--- src/rtl/note_sequencer.sv ---
// Game controller for four note columns: pseudo-random spawn pulses, shared
// light speed, and score/lives/state bookkeeping from per-column event edges.
module note_sequencer #(
  parameter int BASE_GAP    = 64,
  parameter int GAP_STEP    = 4,
  parameter int MIN_GAP     = 16,
  parameter int LEVEL_PTS   = 8,
  parameter int START_LIVES = 3
) (
  input  logic       clk,
  input  logic       reset,
  input  logic       start,
  input  logic [3:0] hit,
  input  logic [3:0] lost,
  input  logic [3:0] empty,
  output logic [3:0] spawn,
  output logic [3:0] light_speed,
  output logic [9:0] score,
  output logic [2:0] lives,
  output logic       playing,
  output logic       game_over
);

  typedef enum logic [1:0] {
    S_IDLE = 2'd0,
    S_PLAY = 2'd1,
    S_OVER = 2'd2
  } state_t;

  localparam logic [7:0] BASE8  = 8'(BASE_GAP);
  localparam logic [7:0] STEP8  = 8'(GAP_STEP);
  localparam logic [7:0] MIN8   = 8'(MIN_GAP);
  localparam logic [7:0] LEVEL8 = 8'(LEVEL_PTS);

  state_t      r_state, w_state_nxt;
  logic [7:0]  r_lfsr;
  logic [7:0]  r_gap_cnt;
  logic [7:0]  r_acc;
  logic [9:0]  r_score;
  logic [2:0]  r_lives;
  logic [3:0]  r_speed;
  logic [3:0]  r_spawn;
  logic [3:0]  r_prev_hit, r_prev_lost, r_prev_empty;

  logic [3:0]  w_hit_e, w_lost_e, w_empty_e;
  logic [2:0]  w_n_hit, w_n_lost, w_n_empty;
  logic signed [11:0] w_delta, w_score_sum;
  logic [9:0]  w_score_nxt;
  logic [2:0]  w_lives_nxt;
  logic [7:0]  w_acc_sum, w_acc_nxt;
  logic [3:0]  w_speed_nxt;
  logic [7:0]  w_dec, w_gap;
  logic        w_due;
  logic        w_lfsr_fb;

  function automatic logic [2:0] popcount4(input logic [3:0] v);
    return {2'b00, v[0]} + {2'b00, v[1]} + {2'b00, v[2]} + {2'b00, v[3]};
  endfunction

  assign w_hit_e   = hit & ~r_prev_hit;
  assign w_lost_e  = lost & ~r_prev_lost;
  assign w_empty_e = empty & ~r_prev_empty;
  assign w_n_hit   = popcount4(w_hit_e);
  assign w_n_lost  = popcount4(w_lost_e);
  assign w_n_empty = popcount4(w_empty_e);

  // All event edges of a cycle are netted into one signed delta.
  assign w_delta     = $signed({9'd0, w_n_hit}) - $signed({8'd0, w_n_lost, 1'b0})
                     - $signed({9'd0, w_n_empty});
  assign w_score_sum = $signed({2'b00, r_score}) + w_delta;

  always_comb begin
    w_score_nxt = w_score_sum[9:0];
    if (w_score_sum < 12'sd0)
      w_score_nxt = 10'd0;
    else if (w_score_sum > 12'sd1023)
      w_score_nxt = 10'd1023;
  end

  assign w_lives_nxt = (r_lives > w_n_lost) ? (r_lives - w_n_lost) : 3'd0;

  always_comb begin
    w_acc_sum   = r_acc + {5'd0, w_n_hit};
    w_acc_nxt   = w_acc_sum;
    w_speed_nxt = r_speed;
    if (w_acc_sum >= LEVEL8) begin
      w_acc_nxt   = w_acc_sum - LEVEL8;
      w_speed_nxt = (r_speed == 4'd15) ? r_speed : r_speed + 4'd1;
    end
  end

  // Spacing shrinks with speed but never below the floor; compare before
  // subtracting so the 8-bit difference cannot wrap.
  assign w_dec = {4'd0, r_speed} * STEP8;
  always_comb begin
    w_gap = MIN8;
    if (BASE8 > w_dec && (BASE8 - w_dec) > MIN8)
      w_gap = BASE8 - w_dec;
  end

  assign w_due     = (r_state == S_PLAY) && (r_gap_cnt == 8'd0) && (w_lives_nxt != 3'd0);
  assign w_lfsr_fb = r_lfsr[7] ^ r_lfsr[5] ^ r_lfsr[4] ^ r_lfsr[3];

  always_comb begin
    w_state_nxt = r_state;
    case (r_state)
      S_IDLE, S_OVER: if (start) w_state_nxt = S_PLAY;
      S_PLAY:         if (w_lives_nxt == 3'd0) w_state_nxt = S_OVER;
      default:        w_state_nxt = S_IDLE;
    endcase
  end

  always_ff @(posedge clk) begin
    if (reset)
      r_state <= S_IDLE;
    else
      r_state <= w_state_nxt;
  end

  always_ff @(posedge clk) begin
    if (reset) begin
      r_lfsr       <= 8'hA5;
      r_gap_cnt    <= 8'd0;
      r_acc        <= 8'd0;
      r_score      <= 10'd0;
      r_lives      <= 3'd0;
      r_speed      <= 4'd0;
      r_spawn      <= 4'd0;
      r_prev_hit   <= 4'd0;
      r_prev_lost  <= 4'd0;
      r_prev_empty <= 4'd0;
    end else begin
      r_lfsr       <= {r_lfsr[6:0], w_lfsr_fb};
      r_prev_hit   <= hit;
      r_prev_lost  <= lost;
      r_prev_empty <= empty;
      r_spawn      <= 4'd0;
      if (r_state != S_PLAY && start) begin
        r_score   <= 10'd0;
        r_lives   <= 3'(START_LIVES);
        r_speed   <= 4'd0;
        r_acc     <= 8'd0;
        r_gap_cnt <= 8'(BASE_GAP - 1);
      end else if (r_state == S_PLAY) begin
        r_score <= w_score_nxt;
        r_lives <= w_lives_nxt;
        r_acc   <= w_acc_nxt;
        r_speed <= w_speed_nxt;
        // Reload uses the speed in effect before this cycle's level step.
        if (r_gap_cnt == 8'd0) begin
          r_gap_cnt <= w_gap - 8'd1;
          r_spawn   <= w_due ? (4'b0001 << r_lfsr[1:0]) : 4'd0;
        end else begin
          r_gap_cnt <= r_gap_cnt - 8'd1;
        end
      end
    end
  end

  assign spawn       = r_spawn;
  assign light_speed = r_speed;
  assign score       = r_score;
  assign lives       = r_lives;
  assign playing     = (r_state == S_PLAY);
  assign game_over   = (r_state == S_OVER);

endmodule

--- config.mk ---
export PLATFORM = sky130hd
export DESIGN_NAME = note_sequencer
export DESIGN_NICKNAME = d
export VERILOG_FILES = /design/src/rtl/note_sequencer.sv
export SDC_FILE = /design/constraint.sdc
export NUM_CORES = 1
export LEC_CHECK = 0
export BUFFER_PORTS_ARGS = -buffer_cell sky130_fd_sc_hd__buf_2
export CAP_MARGIN = 20
export CORE_AREA = 2 2 91 93
export DETAILED_ROUTE_END_ITERATION = 7
export DIE_AREA = 0 0 93 95
export GPL_ROUTABILITY_DRIVEN = 0
export PLACE_DENSITY = 0.72
export SETUP_SLACK_MARGIN = 0.4
export SLEW_MARGIN = 20
export SYNTH_ARGS = -nofsm -noshare
export SYNTH_HDL_FRONTEND = slang
export SYNTH_SLANG_ARGS = --single-unit
--- constraint.sdc ---
create_clock -name clk -period 10.4 [get_ports clk]
set_input_delay 0.52 -clock clk [delete_from_list [all_inputs] [get_ports clk]]
set_output_delay 0.52 -clock clk [all_outputs]
set_load 0.01 [all_outputs]
# --- Word level (Yosys, flattened, before mapping) ---
# Cells that the tools add are included.
op_classes:
  n_addsub: 19
  multipliers: 0
  n_div: 0
  magnitude_cmp: 6
  n_eq_ne: 6
  n_shift: 1
  mux: 13
  bitwise: 13
  n_reduce_logical: 14
op_table:
  columns: ["op", "count"]
  rows:
  - ["$mux 8", 3]
  - ["$mux 10", 2]
  - ["$sub 8x1->8 const B", 2]
  - ["$add 11x6->12", 1]
  - ["$and 4x4->4", 3]
  - ["$gt 12x11->1 const B", 1]
  - ["$lt 12x1->1 const B", 1]
  - ["$mux 6", 2]
  - ["$not 4->4", 3]
  - ["$add 2x1->3", 3]
  - ["$add 3x1->3", 3]
  - ["$add 8x3->8", 1]
  - ["$ge 8x4->1 const B", 1]
  - ["$gt 8x5->1 const B", 1]
  - ["$logic_not 8->1", 1]
  - ["$mux 2", 4]
  - ["$sub 7x6->8 const A", 1]
  - ["$sub 8x4->8 const B", 1]
  - ["$gt 7x6->1 const A", 1]
  - ["$add 1x1->2", 3]
  - ["$sub 5x4->6", 1]
  - ["$reduce_or 5->1", 1]
  - ["$sub 3x4->5", 1]
  - ["$add 4x1->4 const B", 1]
  - ["other kinds (20)", 30]
totals:
  ff_bits: 59
  latch_bits: 0
  ram_bits: 0
  romBits: 0
  out_inout_bits: 23
  mem_count: 0

# --- Logic depth before layout (Yosys ltp) ---
# Gate-level depths: netlist of run 1.
depth:
  word_depth: 11
  ltp_mapped: 21

# --- Least setup slack after synthesis of run 1 ---
# OpenSTA, ideal clock, no wires.
synth_path:
  path_kind: "input port to flip-flop"
  from: "in hit[0]"
  to: "reg r_score[7], in the netlist score[7]"
  arrival_ps: 4604
  t_required_ps: 10297
  setup_slack_ps: 5692
  cell_stages: 18
  path_cell_list: "nand2b_1 fa_1 inv_1 ha_1 ha_1 inv_1 ha_1 maj3_1 nor2_1 ha_1 inv_1 ha_1 and2_1 a221o_1 or3_1 o211ai_2 a211oi_1 a2111oi_2"
synth_via:
  elab_chain_len: 10
synth_lines:
  columns: ["item", "line_no", "source"]
  rows:
  - ["start, declared", "13", "input logic [3:0] hit,"]
  - ["$and 4x4->4 *", "60", "assign w_hit_e = hit & ~r_prev_hit;"]
  - ["$add 1x1->2 *", "57", "return {2'b00, v[0]} + {2'b00, v[1]} + {2'b00, v[2]} + {2'b00, v[3]};"]
  - ["$add 2x1->3 *", "57", null]
  - ["$add 3x1->3 *", "57", null]
  - ["$sub 3x4->5 *", "68", "assign w_delta = $signed({9'd0, w_n_hit}) - $signed({8'd0, w_n_lost, 1'b0})"]
  - ["$sub 5x4->6 *", "69", "- $signed({9'd0, w_n_empty});"]
  - ["$add 11x6->12 *", "70", "assign w_score_sum = $signed({2'b00, r_score}) + w_delta;"]
  - ["$gt 12x11->1", "76", "else if (w_score_sum > 12'sd1023)"]
  - ["$mux 10", "76", null]
  - ["$mux 10 *", "74", "if (w_score_sum < 12'sd0)"]
  - ["end signal, assigned", "145", "r_score <= w_score_nxt;"]
  - ["end, declared", "39", "logic [9:0] r_score;"]
# Every way passes the cells marked *; elsewhere a longest branch is shown, timed or not.
# A chain may end at the register's enable or synchronous reset.

# --- Final worst setup path of run 1 ---
layout_path:
  from: "reg r_prev_hit[0]"
  to: "reg r_score[7], in the netlist score[7]"
layout_via:
  elab_chain_len: 11
layout_lines:
  columns: ["item", "line_no", "source"]
  rows:
  - ["start, declared", "43", "logic [3:0] r_prev_hit, r_prev_lost, r_prev_empty;"]
  - ["start signal, assigned", "134", "r_prev_hit <= hit;"]
  - ["$not 4->4 *", "60", null]
  - ["$and 4x4->4 *", "60", null]
  - ["$add 1x1->2 *", "57", null]
  - ["$add 2x1->3 *", "57", null]
  - ["$add 3x1->3 *", "57", null]
  - ["$sub 3x4->5 *", "68", null]
  - ["$sub 5x4->6 *", "69", null]
  - ["$add 11x6->12 *", "70", null]
  - ["$gt 12x11->1", "76", null]
  - ["$mux 10", "76", null]
  - ["$mux 10 *", "74", null]
# Marks and branches as above.

==> results.cfg, run 1 <==
[status]
status = finished clean

[route]
route.vias.total = 3134
drt-total-wl_mm = 7.527
first_pass_iters = 4
viasPerCell = 5.303
wl_per_cell_um = 12.74
drtIter0Drc = 107
drc = 0
ant_nets = 0

[sta]
skew_ps = 10.55
setup_viol = 0
period_share_pct = 48.40
fin_crit_ps = 5034
fin_hold_ws_ps = 409.8
fin_setup_tns_ps = 0
hold_viol = 0
relSlewSlack_pct = 42.69
tightest_slew_ps = 859.6
fmaxAchievable_ghz = 0.1987
maxSlewViolCount = 0
rsz0062_at_grt = no

[critical_path]
rr_startpoint = r_prev_hit[0]$_SDFF_PP0_
cp-end-kind = flop
startpoint_type = flop
cp-startpoint = r_prev_hit[0]$_SDFF_PP0_
worstPathArrival_ps = 5260
cp.required_ps = 10630
path_max_fanout = 10
path_class = flop to flop

[run]
max_cap_viol_count = 0

[floorplan]
start_util_pct = 48.17
core_area_um2 = 7928
rows = 33
pin_count = 38
die-area_um2 = 8835
die_h_um = 95
die_w_um = 93

[logic_synthesis]
netlist_area_um2 = 3819
synth_cells = 446
synth_cell_types = 63
async_flop_share_pct = 0
syn_nets = 505
ys_ff_latch = 59
seq_area_frac_synth_pct = 30.93
synth_largest_area_cell = dfxtp_1
synthTopCellsByArea = dfxtp_1, ha_1, inv_1
yosysWarnings = 0
avgSynthCellArea_um2 = 8.562
synth-main-ff-cell = dfxtp_1
synth_edf_count = 0
synth_top_area_share_pct = 30.93

[place]
dp_hpwl_mm = 5.655
postPlaceCellArea_um2 = 4084
portBuffers = 37

[pwr]
power-per-cell-area_nw_per_um2 = 237.7
p_leak_nw = 1.887
ir_worst_vdd_mv = 0.1747

[clock_network]
post_cts_buffers = 0
cts_buffers = 9
clkSinkCount = 59
ctsHoldBuffers = 0
cts-resized-gates = 0
cts.htree.levels = 3
cts.path.max_buffers = 2
clk_pin_slew_ps = 80
clk_latency_ps = 330
cts_tree = done
cts-root-buf = clkbuf_8

[hold_path]
hp-class = input port to flop
hp-start = lost[1]

[cells_and_area]
drive_above_1_share_pct = 15.64
diodes = 0
most-common-layout-cells = dfxtp_1, inv_1, nor2_1
syn2layout_area_growth_pct = 12.58
final_common_cell = dfxtp_1
fin_area_um2 = 4299
fin_nets = 540

[global_route]
grt_overflow_total = 0
grt_pass1_wl_mm = 13.21
grt_start_max_net_pins = 34
antenna_found_initial = 0
grt_pass1_vias = 3002
grt_usage_pct = 18.58
## report_power, final
group	leakage, nW	switching, mW	internal (mW)	total [mW]
Sequential	0.485	0.0198	0.250	0.270
Clock	0.109	0.0943	0.134	0.229
Combinational	1.29	0.300	0.223	0.523
## final timing paths
kind / to / slack (ps) / cells after the start
max: score[7]$_SDFFE_PP0P_ / 5370 / 18
min: r_prev_lost[1]$_SDFF_PP0_ / 410 / 2
max reg2reg: score[7]$_SDFFE_PP0P_ / 5370 / 18
min reg2reg: r_lfsr[7]$_SDFF_PP1_ / 420 / 1
## synth_stat cells, types with 8 or more instances
cell and instances:
a21oi_1 23, clkbuf_1 9, dfxtp_1 59, fa_1 8, ha_1 36, inv_1 52
nand2_1 24, nand2b_1 10, nor2_1 39, nor2b_1 23, nor3_1 19, o21ai_0 21
xnor2_1 20, xor2_1 8
## routing by layer
layer / vias to the layer above / wire length (um) / share of wire, % / global-route usage [%]
li1: 1599 / - / - / -
met1: 1455 / 3488 / 46 / 23.13
met2: 65 / 3532 / 47 / 30.62
met3: 15 / 360 / 4.8 / 5.267
met4: 0 / 144 / 1.9 / 7.108
met5: - / 0 / 0 / 0
## per-stage QoR
| stage | instances | utilization, % | setup WS (ps) | power (mW) |
|---|---|---|---|---|
| after floorplan | 446 | - | 5692 | 0.6858 |
| after global placement | 575 | 51.52 | 5309 | 0.7776 |
| after detailed placement | 575 | 51.52 | 5137 | 0.7942 |
| after CTS | 591 | 54.23 | 5351 | 1.030 |
| after global routing | 591 | 54.23 | 5088 | 1.116 |
| final | 591 | 54.23 | 5366 | 1.022 |
## sequential cells by signal, summed over array words and instances, names as in the netlist
| signal | cells |
|---|---|
| score | 10 |
| r_acc | 8 |
| r_gap_cnt | 8 |
| r_lfsr | 8 |
| light_speed | 4 |
| r_prev_empty | 4 |
| r_prev_hit | 4 |
| r_prev_lost | 4 |
| spawn | 4 |
| lives | 3 |
| r_state | 2 |
## worst max-delay path, stage by stage, from the launching register on
cell and delay [ps]:
dfxtp_1 300, nand2b_1 150, fa_1 530, inv_1 60, ha_1 190, ha_1 340
inv_1 60, ha_1 210, maj3_1 330, nor2_1 390, ha_1 270, inv_1 60
ha_1 310, and2_1 210, a221o_1 330, or3_1 330, o211ai_2 410, a211oi_1 130
a2111oi_2 310
## final cells by class
cell class	count	area [um^2]
multi-input cells	321	2387
well taps	105	131.4
flip-flops and latches	59	1181
repair buffers	37	185.2
fillers	770	3628
inverters	53	198.9
clock buffers	9	123.9
clock inverters	7	91.34
## cell families after synthesis
logic type,share of synthesized area (%)
AOI/OAI and AO/OA,18.12
xor gates and xnor gates,6.422
adders and majority gates,16.51
buffers and inverters,6.553
DFF,30.93
muxes,0.7864
and+or+nand+nor,20.67
Power figures use the tool's default switching activity.
==> run 2, diff against run 1 <==
- PLACE_DENSITY: 0.72 -> 0.74
- clock period: 10.4 -> 4.3 ns (I/O delays scaled with it)
==> run 2 against run 1 <==
Effect of this change:
- clock-buffer cell count grew 4
- via count increased by 2.8%
- routed wire length increased by 11%
- non-clock buffer count is 13 higher
- global-route usage grew 0.90 points
- highest routed layer unchanged
- setup slack worse by 5200 ps
- sequential power up 140%
==> results.cfg, run 2 (synthesis results as in run 1) <==
[status]
status = finished clean

[floorplan]
die-area_um2 = 8835
rows = 33
core_area_um2 = 7928
die_w_um = 93
die_h_um = 95
pin_count = 38
start_util_pct = 48.17

[route]
drc = 0
viasPerCell = 5.343
ant_nets = 0
first_pass_iters = 4
drtIter0Drc = 127
wl_per_cell_um = 13.82
drt-total-wl_mm = 8.335
route.vias.total = 3222

[critical_path]
cp-end-kind = flop
path_class = flop to flop
cp.required_ps = 4580
cp-startpoint = r_prev_hit[0]$_SDFF_PP0_
startpoint_type = flop
path_max_fanout = 8
worstPathArrival_ps = 4450
rr_startpoint = r_prev_hit[0]$_SDFF_PP0_

[pwr]
p_total_mw = 2.844
p_leak_nw = 1.959
ir_worst_vdd_mv = 0.5707
power-per-cell-area_nw_per_um2 = 613.9

[global_route]
grt_use_met2_pct = 33.51
use_met1_pct = 24.41
busiest_layer = met2
grt_overflow_total = 0
antenna_found_initial = 0
grt_start_max_net_pins = 34
grt_use_met3_pct = 5.188
grt_usage_pct = 19.48
grt_pass1_wl_mm = 13.68
grt_pass1_vias = 2954

[hold_path]
hp-class = input port to flop
hp-start = lost[3]

[cells_and_area]
most-common-layout-cells = dfxtp_1, inv_1, buf_2
diodes = 0
drive_above_1_share_pct = 25.70
final_common_cell = dfxtp_1
finish.utilization_pct = 58.43
syn2layout_area_growth_pct = 21.30
fin_area_um2 = 4632
fin_nets = 553
largest_register_ffs = 10
stdcell_count = 603
nFillCells = 715

[place]
post-place-cells = 582
pre_cts_ws_ps = -51.20
dp_hpwl_mm = 5.907
portBuffers = 37
postPlaceCellArea_um2 = 4259

[sta]
period_share_pct = 97.02
tightest_slew_ps = 655.3
relSlewSlack_pct = 56.15
skew_ps = 7.591
fin_setup_tns_ps = 0
setup_viol = 0
hold_viol = 0
rsz0062_at_grt = yes
fmaxAchievable_ghz = 0.2397
setup_ws_ps = 128.3
maxSlewViolCount = 0
fin_crit_ps = 4172
fin_hold_ws_ps = 91.50

[clock_network]
clk_pin_slew_ps = 70
cts-root-buf = clkbuf_8
cts_buffers = 9
clk_latency_ps = 350
cts_tree = done
cts.path.max_buffers = 2
clkSinkCount = 59
cts.htree.levels = 3

[run]
max_cap_viol_count = 0
[run 2: cell count changes in the layout (fill, tap and decap cells not counted), moves of 6 or more]
cell,previous run,this run
o21ai_1,0,11
o21ai_0,21,10
buf_4,0,11
ha_4,0,11
ha_1,36,23
inv_2,0,6
inv_1,52,43
[run 2: report_power, final]
group	internal, mW	switching [mW]
clock network	0.296	0.213
registers	0.605	0.0505
logic	0.782	0.897
[run 2: final cells by class]
type                       instances  area, um^2  share of cell area, %
clock buffer                      13       158.9                  3.431
clock inverter                     2       35.03                 0.7563
inverter                          53       206.4                  4.457
multi-input combinational        321        2629                  56.75
sequential                        59        1181                  25.50
tap                              105       131.4                  2.836
timing repair buffer              50       290.3                  6.267
[run 2: what timing repair did]
item                       4_1_cts  5_1_grt
hold buffers                     0        0
pin swaps                       26        3
setup endpoints to repair       10       11
gates resized for setup         36        3
buffers inserted                 4        2
hold endpoints to repair         0        0
[run 2: final timing paths]
check,depth (start not counted),slack [ps],endpoint
setup / recovery,19,130,score[4]$_SDFFE_PP0P_
hold reg to reg,1,420,r_lfsr[7]$_SDFF_PP1_
setup reg to reg,19,130,score[4]$_SDFFE_PP0P_
hold / removal,2,90,r_prev_lost[3]$_SDFF_PP0_
[run 2: critical path, cell delays in order (launching register included)]
cell and delay (ps):
dfxtp_1 300, nand2b_4 130, fa_1 550, inv_2 60
ha_4 160, ha_4 260, inv_2 40, ha_4 160
maj3_2 330, nor2_4 210, ha_2 220, inv_2 40
ha_4 230, and2_4 160, a221o_1 340, or3_4 360
o211ai_4 250, buf_6 170, nor2_1 50, o21ai_1 110
[run 2: per-layer routing]
| layer | routed length [um] | vias to the layer above | share of wire (%) |
|---|---|---|---|
| met5 | 0 | - | 0 |
| met4 | 84 | 0 | 1.0 |
| met3 | 307 | 8 | 3.7 |
| met2 | 4174 | 57 | 50 |
| met1 | 3769 | 1531 | 45 |
| li1 | - | 1626 | - |
==> run 3, diff against run 2 <==
- ABC_AREA: not set -> 1
- CORE_AREA: 2 2 91 93 -> 2 2 92 94
- CTS_CLUSTER_DIAMETER: not set -> 150
- DIE_AREA: 0 0 93 95 -> 0 0 94 96
- PLACE_DENSITY: 0.74 -> 0.75
==> run 3 against run 2 <==
Effect of this change:
- routed wire length up 11%
- first-iteration DRC count up 3.1%
- highest routed layer unchanged
- non-clock buffer count unchanged
==> results.cfg, run 3 <==
[logic_synthesis]
netlist_area_um2 = 3929
synth_top_area_share_pct = 30.06
synth_edf_count = 0
synth_cell_types = 35
synth_largest_area_cell = dfxtp_1
synth_cells = 549
synth-main-ff-cell = dfxtp_1
avgSynthCellArea_um2 = 7.156
yosysWarnings = 0
synth_most_common_cell = nand2_1
async_flop_share_pct = 0
synthTopCellsByCount = nand2_1, inv_1, dfxtp_1
ys_ff_latch = 59
seq_area_frac_synth_pct = 30.06
synthTopCellsByArea = dfxtp_1, ha_1, nand2_1
syn_nets = 608

[global_route]
antenna_found_initial = 0
grt_usage_pct = 21.44
grt_overflow_total = 0
grt_pass1_vias = 3606
grt_start_max_net_pins = 27
grt_pass1_wl_mm = 15.41

[place]
dp_hpwl_mm = 6.373
portBuffers = 37

[cells_and_area]
drive_above_1_share_pct = 25.25
most-common-layout-cells = inv_1, nand2_1, dfxtp_1
largest_register_ffs = 10
syn2layout_area_growth_pct = 21.40
fin_nets = 660
diodes = 0
nFillCells = 700

[pwr]
p_total_mw = 2.803
p_leak_nw = 2.387
power-per-cell-area_nw_per_um2 = 587.8
ir_worst_vdd_mv = 0.3890

[clock_network]
cts-root-buf = clkbuf_8
clkSinkCount = 59
cts_tree = done
cts.htree.levels = 3
cts_buffers = 9
cts.path.max_buffers = 2
clk_latency_ps = 350
clk_pin_slew_ps = 80
ctsHoldBuffers = 0

[sta]
hold_viol = 0
maxSlewViolCount = 0
setup_viol = 0
rsz0062_at_grt = yes
fin_setup_tns_ps = 0
period_share_pct = 95.03
tightest_slew_ps = 767.4
fin_crit_ps = 4086
relSlewSlack_pct = 48.79
fmaxAchievable_ghz = 0.2447
skew_ps = 6.582

[critical_path]
crit_path_top_delay_cell = fa_1
path_max_fanout = 5
cp-end-kind = flop
startpoint_type = flop
path_class = flop to flop
cp.required_ps = 4530
crit_chain = or2_4 > fa_1 > inv_2 > ha_4 > ha_4 > inv_4 > ha_4 > inv_4 > ha_4 > inv_2 > fa_1 > inv_2 > ha_4 > nand2_4 > a21oi_2 > or2_1 > nand2_1 > nand3_2 > nand2_2 > nand2_4 > nand2_4 > clkinvlp_4 > nand2_2 > a21oi_2
crit_top_cell = ha_4
slowest_delay_ps = 550
worstPathArrival_ps = 4310

[floorplan]
start_util_pct = 48.80
core_area_um2 = 8051
pin_count = 38
die_h_um = 96
rows = 33
die-area_um2 = 9024
die_w_um = 94

[run]
max_cap_viol_count = 0

[hold_path]
hp-class = input port to flop

[route]
wl_per_cell_um = 13.04
drtIter0Drc = 131
first_pass_iters = 5
ant_nets = 0
route.vias.total = 3631
drc = 0
drt-total-wl_mm = 9.271
viasPerCell = 5.107

[status]
status = finished clean
[run 3: layout make-up]
type,instances,area (um^2),area share [%]
well taps,105,131.4,2.754
repair inverters,1,7.507,0.1574
clock inverters,7,85.08,1.784
multi-input cells,366,2502,52.47
repair buffers,50,299.0,6.270
clock buffers,9,123.9,2.597
inverters,114,437.9,9.182
flip-flops and latches,59,1182,24.79
[run 3: worst max-delay path: cells and delay by family (launching register included)]
kind | cells | cell delay, ps
simple gates | 9 | 1070
compound gates | 2 | 100
flops | 1 | 320
fa+ha+maj | 7 | 2070
buf+inv | 6 | 390
[run 3: stage by stage]
| step | hold slack (ps) | setup slack [ps] | util, % | cells | cell area, um^2 |
|---|---|---|---|---|---|
| CTS | 70.27 | 268.5 | 57.81 | 708 | 4654 |
| global route | 97.18 | 82.91 | 59.24 | 711 | 4770 |
| detailed placement | 395.3 | 15.05 | 52.59 | 682 | 4234 |
| global placement | 391.1 | 111.5 | 52.59 | 682 | 4234 |
| finish | 82.64 | 213.7 | 59.24 | 711 | 4770 |
| floorplan | 335.5 | 434.8 | - | 549 | 3959 |
[run 3: cell families after synthesis]
group | count (synthesis) | share of synthesized area [%]
DFF | 59 | 30.06
and+or+nand+nor | 236 | 28.25
buffers and inverters | 124 | 12.13
adders and majority gates | 44 | 15.54
AOI/OAI and AO/OA | 68 | 9.809
xor gates and xnor gates | 18 | 4.204
[run 3: power by group]
| part | leakage (nW) | internal [mW] | switching (mW) |
|---|---|---|---|
| registers | 0.485 | 0.596 | 0.0338 |
| clock network | 0.106 | 0.279 | 0.269 |
| logic | 1.80 | 0.661 | 0.965 |
| total | 2.39 | 1.54 | 1.27 |
[run 3: repair_timing]
item / 4_1_cts / 5_1_grt
hold endpoints to repair: 0 / 0
cloned: 1 / 0
setup buffers: 9 / 3
gates resized for setup: 36 / 22
pin swaps: 18 / 15
endpoints found under the setup margin: 10 / 10
[run 3: per-layer routing]
| metal | routed length, um | GRT usage, % |
|---|---|---|
| met5 | 0 | 0 |
| met4 | 245 | 10.63 |
| met3 | 476 | 3.915 |
| met2 | 4587 | 37.08 |
| met1 | 3961 | 25.64 |
[run 3: path summary, 6_finish.rpt]
path	start	endpoint	slack [ps]	depth (start not counted)
hold reg to reg	r_lfsr[2]$_SDFF_PP1_	r_lfsr[3]$_SDFF_PP0_	400	2
setup reg to reg	r_prev_hit[0]$_SDFF_PP0_	score[9]$_SDFFE_PP0P_	210	24
hold / removal	empty[3]	r_prev_empty[3]$_SDFF_PP0_	80	3
setup / recovery	r_prev_hit[0]$_SDFF_PP0_	score[9]$_SDFFE_PP0P_	210	24
